`config.mk`:
```
export PLATFORM = sky130hd
export DESIGN_NAME = gpu_pixel_arbiter
export DESIGN_NICKNAME = d
export VERILOG_FILES = /design/src/rtl/gpu_pixel_arbiter.sv
export SDC_FILE = /design/constraint.sdc
export NUM_CORES = 1
export LEC_CHECK = 0
export CAP_MARGIN = 10
export CORE_MARGIN = 2
export CORE_UTILIZATION = 50
export CTS_CLUSTER_SIZE = 25
export DETAILED_ROUTE_END_ITERATION = 10
export PLACE_DENSITY = 0.8
export SLEW_MARGIN = 20
export SYNTH_ARGS = -nofsm -noshare
export SYNTH_HDL_FRONTEND = slang
export SYNTH_SLANG_ARGS = --single-unit
```
`constraint.sdc`:
```
create_clock -name clk -period 3.07 [get_ports clk]
set_input_delay 0.7675 -clock clk [delete_from_list [all_inputs] [get_ports clk]]
set_output_delay 0.7675 -clock clk [all_outputs]
set_load 0.02 [all_outputs]
```
`src/rtl/gpu_pixel_arbiter.sv`:
```
// gpu_pixel_arbiter
// Arbitrates three pixel sources (line, fill, arc) onto one output pixel FIFO.
// A source owns the FIFO for a whole primitive: ownership is granted in IDLE,
// held while the owner streams pixels, and released after the owner's last
// pixel is accepted or when the owner drops its request.
//
// Ports:
//   clk, rst                       clock, synchronous active-high reset
//   {line,fill,arc}_req_i          source holds a valid pixel
//   x_{line,fill,arc}_i            source pixel x (`WIDTH_BITS)
//   y_{line,fill,arc}_i            source pixel y (`HEIGHT_BITS)
//   {line,fill,arc}_last_i         current pixel ends the primitive
//   {line,fill,arc}_ack_o          pixel accepted this cycle
//   x_o, y_o                       FIFO head pixel, 0 when empty
//   pix_valid_o / pix_ready_i      FIFO head valid / downstream consumes head
//   owner_o                        0 line, 1 fill, 2 arc, 3 none
//   busy_o                         ownership held or FIFO non-empty
//
// Build option: define GPU_ARB_ROUND_ROBIN_EN for round-robin source selection
// (search starts after the last owner); otherwise fixed priority line>fill>arc.

`ifndef WIDTH_BITS
`define WIDTH_BITS 10
`endif
`ifndef HEIGHT_BITS
`define HEIGHT_BITS 9
`endif

module gpu_pixel_arbiter #(
  parameter int FIFO_DEPTH = 4
) (
  input  logic                    clk,
  input  logic                    rst,
  input  logic                    line_req_i,
  input  logic                    fill_req_i,
  input  logic                    arc_req_i,
  input  logic [`WIDTH_BITS-1:0]  x_line_i,
  input  logic [`WIDTH_BITS-1:0]  x_fill_i,
  input  logic [`WIDTH_BITS-1:0]  x_arc_i,
  input  logic [`HEIGHT_BITS-1:0] y_line_i,
  input  logic [`HEIGHT_BITS-1:0] y_fill_i,
  input  logic [`HEIGHT_BITS-1:0] y_arc_i,
  input  logic                    line_last_i,
  input  logic                    fill_last_i,
  input  logic                    arc_last_i,
  output logic                    line_ack_o,
  output logic                    fill_ack_o,
  output logic                    arc_ack_o,
  output logic [`WIDTH_BITS-1:0]  x_o,
  output logic [`HEIGHT_BITS-1:0] y_o,
  output logic                    pix_valid_o,
  input  logic                    pix_ready_i,
  output logic [1:0]              owner_o,
  output logic                    busy_o
);

  localparam int XW    = `WIDTH_BITS;
  localparam int YW    = `HEIGHT_BITS;
  localparam int PTR_W = $clog2(FIFO_DEPTH);
  localparam int CNT_W = PTR_W + 1;

  typedef enum logic {IDLE, OWNED} state_e;

  state_e             state_q, state_d;
  logic [1:0]         owner_q, owner_d;
  logic [PTR_W-1:0]   wr_ptr_q, rd_ptr_q;
  logic [CNT_W-1:0]   count_q;
  logic [XW-1:0]      x_mem_q [FIFO_DEPTH];
  logic [YW-1:0]      y_mem_q [FIFO_DEPTH];

  logic [2:0]         req;
  logic               own_req, own_last;
  logic [XW-1:0]      own_x;
  logic [YW-1:0]      own_y;
  logic               full, push, pop;
  logic [1:0]         grant;

  assign req = {arc_req_i, fill_req_i, line_req_i};

  // Route the current owner's request and pixel to the FIFO write side.
  always_comb begin
    own_req  = 1'b0;
    own_last = 1'b0;
    own_x    = '0;
    own_y    = '0;
    case (owner_q)
      2'd0: begin own_req = line_req_i; own_last = line_last_i; own_x = x_line_i; own_y = y_line_i; end
      2'd1: begin own_req = fill_req_i; own_last = fill_last_i; own_x = x_fill_i; own_y = y_fill_i; end
      2'd2: begin own_req = arc_req_i;  own_last = arc_last_i;  own_x = x_arc_i;  own_y = y_arc_i;  end
      default: ;
    endcase
  end

  // Fullness uses the registered count, so a same-cycle pop cannot free a slot
  // for this cycle's push. Reset suppresses acceptance in its own cycle.
  assign full = (count_q == CNT_W'(FIFO_DEPTH));
  assign push = (state_q == OWNED) && own_req && !full && !rst;
  assign pop  = (count_q != '0) && pix_ready_i;

`ifdef GPU_ARB_ROUND_ROBIN_EN
  logic [1:0] rr_last_q, rr_last_d;

  // Search order is last+1, last+2, last+3 (mod 3); iterating backwards lets
  // the nearest requester overwrite farther ones.
  function automatic logic [1:0] pick_rr(input logic [2:0] r, input logic [1:0] last);
    logic [1:0] win;
    win = 2'd0;
    for (int k = 3; k >= 1; k--) begin
      int idx;
      idx = (int'(last) + k) % 3;
      if (r[idx]) win = 2'(idx);
    end
    return win;
  endfunction

  assign grant = pick_rr(req, rr_last_q);
`else
  assign grant = req[0] ? 2'd0 : (req[1] ? 2'd1 : 2'd2);
`endif

  always_comb begin
    state_d = state_q;
    owner_d = owner_q;
`ifdef GPU_ARB_ROUND_ROBIN_EN
    rr_last_d = rr_last_q;
`endif
    case (state_q)
      IDLE: begin
        if (|req) begin
          state_d = OWNED;
          owner_d = grant;
`ifdef GPU_ARB_ROUND_ROBIN_EN
          rr_last_d = grant;
`endif
        end
      end
      OWNED: begin
        if ((push && own_last) || !own_req) begin
          state_d = IDLE;
          owner_d = 2'd3;
        end
      end
      default: begin
        state_d = IDLE;
        owner_d = 2'd3;
      end
    endcase
  end

  always_ff @(posedge clk) begin
    if (rst) begin
      state_q  <= IDLE;
      owner_q  <= 2'd3;
      wr_ptr_q <= '0;
      rd_ptr_q <= '0;
      count_q  <= '0;
`ifdef GPU_ARB_ROUND_ROBIN_EN
      rr_last_q <= 2'd2;
`endif
    end else begin
      state_q <= state_d;
      owner_q <= owner_d;
`ifdef GPU_ARB_ROUND_ROBIN_EN
      rr_last_q <= rr_last_d;
`endif
      // Power-of-two depth: pointers wrap naturally at PTR_W bits.
      if (push) wr_ptr_q <= wr_ptr_q + 1'b1;
      if (pop)  rd_ptr_q <= rd_ptr_q + 1'b1;
      case ({push, pop})
        2'b10:   count_q <= count_q + 1'b1;
        2'b01:   count_q <= count_q - 1'b1;
        default: ;
      endcase
    end
  end

  // Pixel storage carries no reset; the head is masked while the FIFO is empty.
  always_ff @(posedge clk) begin
    if (push) begin
      x_mem_q[wr_ptr_q] <= own_x;
      y_mem_q[wr_ptr_q] <= own_y;
    end
  end

  assign line_ack_o  = push && (owner_q == 2'd0);
  assign fill_ack_o  = push && (owner_q == 2'd1);
  assign arc_ack_o   = push && (owner_q == 2'd2);
  assign pix_valid_o = (count_q != '0);
  assign x_o         = pix_valid_o ? x_mem_q[rd_ptr_q] : '0;
  assign y_o         = pix_valid_o ? y_mem_q[rd_ptr_q] : '0;
  assign owner_o     = owner_q;
  assign busy_o      = (state_q == OWNED) || pix_valid_o;

endmodule

```
======== Word level (Yosys, flattened, before mapping) ========
Memories as Yosys holds them, arrays and structs flattened. A register that Yosys moved wholly into a read port is not among the register bits.
Cells that the tools add are included.
operators by class
  add/subtract/negate cells ............... 4
  eq/ne operators ......................... 7
  multiplexer cells ....................... 21
  bitwise operators ....................... 1
  reduce and logical (&&, ||, !) cells .... 18
operators with widths
  operator               count
  $pmux W10 S3           1
  $pmux W9 S3            1
  $mux W2                8
  $mux W10               1
  $mux W9                1
  $logic_and A1 B1 Y1    8
  $pmux W1 S3            2
  $pmux W3 S2            1
  $add A2 B1 Y2 const B  2
  $eq A2 B1 Y1 const B   2
  $eq A2 B2 Y1 const B   2
  $mux W1                4
  $pmux W2 S2            1
  $add A3 B1 Y3 const B  1
  $eq A3 B3 Y1 const B   1
  $logic_not A1 Y1       3
  $reduce_bool A3 Y1     1
  $reduce_or A3 Y1       1
  $sub A3 B1 Y3 const B  1
  $logic_not A2 Y1       1
  $logic_or A1 B1 Y1     2
  $ne A2 B1 Y1 const B   1
  $ne A2 B2 Y1 const B   1
  $pmux W1 S2            1
  other kinds (3)        3
word-level totals
  bits in registers ....................... 10
  memory bits (writable) .................. 76
  bits of input ports ..................... 66
  output and inout port bits .............. 26
  logic and storage cells ................. 58
  memories ................................ 2
memory list
  memory   depth  width  read ports  clocked after Yosys merged registers in  write ports  line  RTL
  x_mem_q  4      10     1           1                                        1            68    logic [XW-1:0] x_mem_q [FIFO_DEPTH];
  y_mem_q  4      9      1           1                                        1            69    logic [YW-1:0] y_mem_q [FIFO_DEPTH];

======== Depth between registers and ports, before layout ========
  word-level depth ........................ 9
  gate-level depth with buffers ........... 11
  depth with buffers taken out ............ 10

======== Worst setup path after synthesis ========
No wires, ideal clock.
  path kind ............................... input port to output port
  start point ............................. input rst
  end point ............................... output line_ack_o
  data arrival time ....................... 1.917 ns
  required time ........................... 2.303 ns
  path slack .............................. 0.386 ns
  stages .................................. 4
  path through ............................ nand2b_1 -> a31oi_1 -> buf_2 -> nor4bb_1
between the ends
  word-level cells in the longest chain between the ends .. 3
ends and longest elaborated chain
  element              line  RTL
  start, declared      33    input logic rst,
  $logic_not A1 Y1     97    assign push = (state_q == OWNED) && own_req && !full && !rst;
  $logic_and A1 B1 Y1  97
  $logic_and A1 B1 Y1  185   assign line_ack_o = push && (owner_q == 2'd0);
  end, declared        46    output logic line_ack_o,
No other way between the ends.

==> metrics.txt <==
final non-filler cell total 483; cell with the most instances after synthesis edfxtp_1; top_reg_cell synth edfxtp_1; Gate power share 19.8%; final hold vios 0; register clock-pin slew on the reported worst setup and hold paths 0.08 ns; design area 5360 µm²; total CTS buffers 9; Hold Path Class reg2reg; nets@finish 448; DRC errors left 0; CP required 2.30 ns; Clock power frac 29.0%; EDFF count, synth 76; die boundary height 93.6 µm; Slew @ Worst Pin 0.566 ns; Seq cells post-synth 88; first-pass GRT wire length 13.0 mm; syn avg cell area 15.1 µm²; worst vdd ir 0.254 mV; vias in the first global route 2,620; # setup viols final 0; initial antenna violation count 0; Int Pwr 2.00 mW; Sw Pwr 675 µW; met3 Usage GRT 3.55%; IO Pins 92; Power Density 499 nW/µm²; layer with the highest usage met2; Synth top area share 56.8%; post-route setup TNS 0 ns; drt pass-1 iters 4; Synthesized Nets 338; Ant. Diodes 0; Die W 93.6 µm; GRT met1 Usage 26.0%; wire length per cell 17.3 µm; Register-to-Register Path Depth 11; Placed Cells incl. Taps 467; Longest Clk Path Bufs 2; top post-synthesis cells by count edfxtp_1, mux2i_1, o21ai_0, and2_1, nand2_1; share of post-route cells with drive strength above 1 14.4%; Mapped Area 4020 µm²; Tmin final 2.95 ns; Critical Path AT 2.19 ns; Leakage 1.98 nW; die area 8770 µm²; gr usage total 20.2%; met2 GRT Util 34.4%; fmax 0.338 GHz; status finished clean; GR Overflow Total 0; Core Area 7770 µm²; relative slew slack 61.9%; Setup Crit Path Kind reg2out; Util after Layout 69.0%; FP Rows 32; RePlAce Congestion 0.836; Clock Tree Root clkbuf_8; Area Growth Syn to Fin 33.5%; Crit Path Max Fanout 19; hold bufs inserted after CTS 0; Routed Antenna Nets 0; fin. max-slew vios 0; Sw Share 25.2%; Buffers on Ports 91; WL final 8.34 mm; reg2reg setup slack 0.54 ns; Critical Path End x_o[1]; Seq pwr share 51.2%; fin crit share 96.2%; post-synth top area cell edfxtp_1; Pwr Total 2.68 mW; Post-DP HPWL 5.64 mm; TritonCTS clock tree built; routed vias/inst 5.41; crit path capture type primary output; Starting Density 51.7%; Vias 2,612; dpl cell area 5160 µm²; pin count of the biggest net entering global routing 21; Worst Clk Skew 0.0126 ns; top cells by area, synth edfxtp_1, dfxtp_1, mux4_1; post-CTS setup buffers 0; CP startpoint kind flop; H-tree depth 3; Syn. warnings 0; unrepaired setup endpoints after global routing no; Cells after Synth 266; Cell variety after synth 40; worst r2r dst count_q[2]; # Max-Cap Violations 0; Clock Latency Late Sink 0.35 ns; Async S/R FF share, synth 0%; FF-to-FF Start owner_o[0]; sequential share of the synthesized area 62.8%; CTS sink cnt 88; Starting DRT DRC Count 105
[cells by family after synthesis]
kind of cell	after synthesis	share of synthesized area, %
AO/OA/AOI/OAI	33	4.80
XOR/XNOR	4	0.872
adder cells (fa/ha/maj)	6	2.06
buffers and inverters	23	3.08
flip-flops	88	62.8
multiplexers	41	17.0
AND/OR/NAND/NOR	71	9.44
[critical path, cell delays in order, from the launching register on]
cell and delay (ns):
dfxtp_1 0.36, buf_12 0.19, mux4_1 0.57, and2_1 0.17, clkdlybuf4s50_1 0.53
[metal layers]
layer / vias to the layer above / part of all wire (%)
li1: 1230 / -
met1: 1292 / 43
met2: 81 / 51
met3: 9 / 4.6
met4: 0 / 1.2
met5: - / 0
[final cells by class]
cell class,instances,area [µm²]
multi-input combinational,155,1380
clock buffer,9,124
timing repair buffer,115,1110
fill,547,2400
clock inverter,7,68.8
sequential,88,2520
tap,102,128
inverter,7,26.3
[layout by cell type, fill, tap and decap left out, drive strengths merged, types with 4 or more instances in the layout]
cell type,instances
mux2i,22
clkdlybuf4s50,87
buf,24
mux4,19
and3,5
a21oi,4
inv,9
o21ai,23
clkbuf,9
dfxtp,12
nor2,10
edfxtp,76
ha,5
and2,22
nand2,19
[through the flow]
step	setup WS, ns	hold slack, ns
after CTS	0.0598	0.524
after detailed placement	-0.192	0.514
after global routing	0.0202	0.554
final	0.115	0.521
after floorplan	0.386	0.466
after global placement	-0.169	0.498
[flip-flops by register name (all words and copies together), names as in the netlist, named ones only]
| name | flops |
|---|---|
| x_mem_q | 40 |
| y_mem_q | 36 |
| count_q | 3 |
| owner_o | 2 |
| rd_ptr_q | 2 |
| wr_ptr_q | 2 |
| state_q | 1 |
[timing repair]
action,in CTS,in global routing
endpoints found under the setup margin,3,1
gates resized for setup,4,1
gates cloned,0,0
[worst min path at each step]
stage | from | to | slack [ns] | cells after the start
after CTS | wr_ptr_q[0] | wr_ptr_q[0] | 0.52 | 2
after global placement | count_q[2] | count_q[2] | 0.50 | 2
after detailed placement | wr_ptr_q[0] | wr_ptr_q[0] | 0.51 | 2
after global routing | wr_ptr_q[0] | wr_ptr_q[0] | 0.55 | 2
final | wr_ptr_q[0] | wr_ptr_q[0] | 0.52 | 2
after floorplan | count_q[2] | count_q[2] | 0.47 | 2
[power groups by stage]
| stage | clock network, mW | registers (mW) | logic (mW) |
|---|---|---|---|
| after floorplan | 0 | 1.39 | 0.290 |
| after detailed placement | 0 | 1.40 | 0.535 |
| after CTS | 0.785 | 1.37 | 0.538 |
| after global placement | 0 | 1.40 | 0.522 |
| final | 0.776 | 1.37 | 0.530 |
| after global routing | 0.831 | 1.37 | 0.576 |
Note: power is estimated with default switching activity, not from simulation.
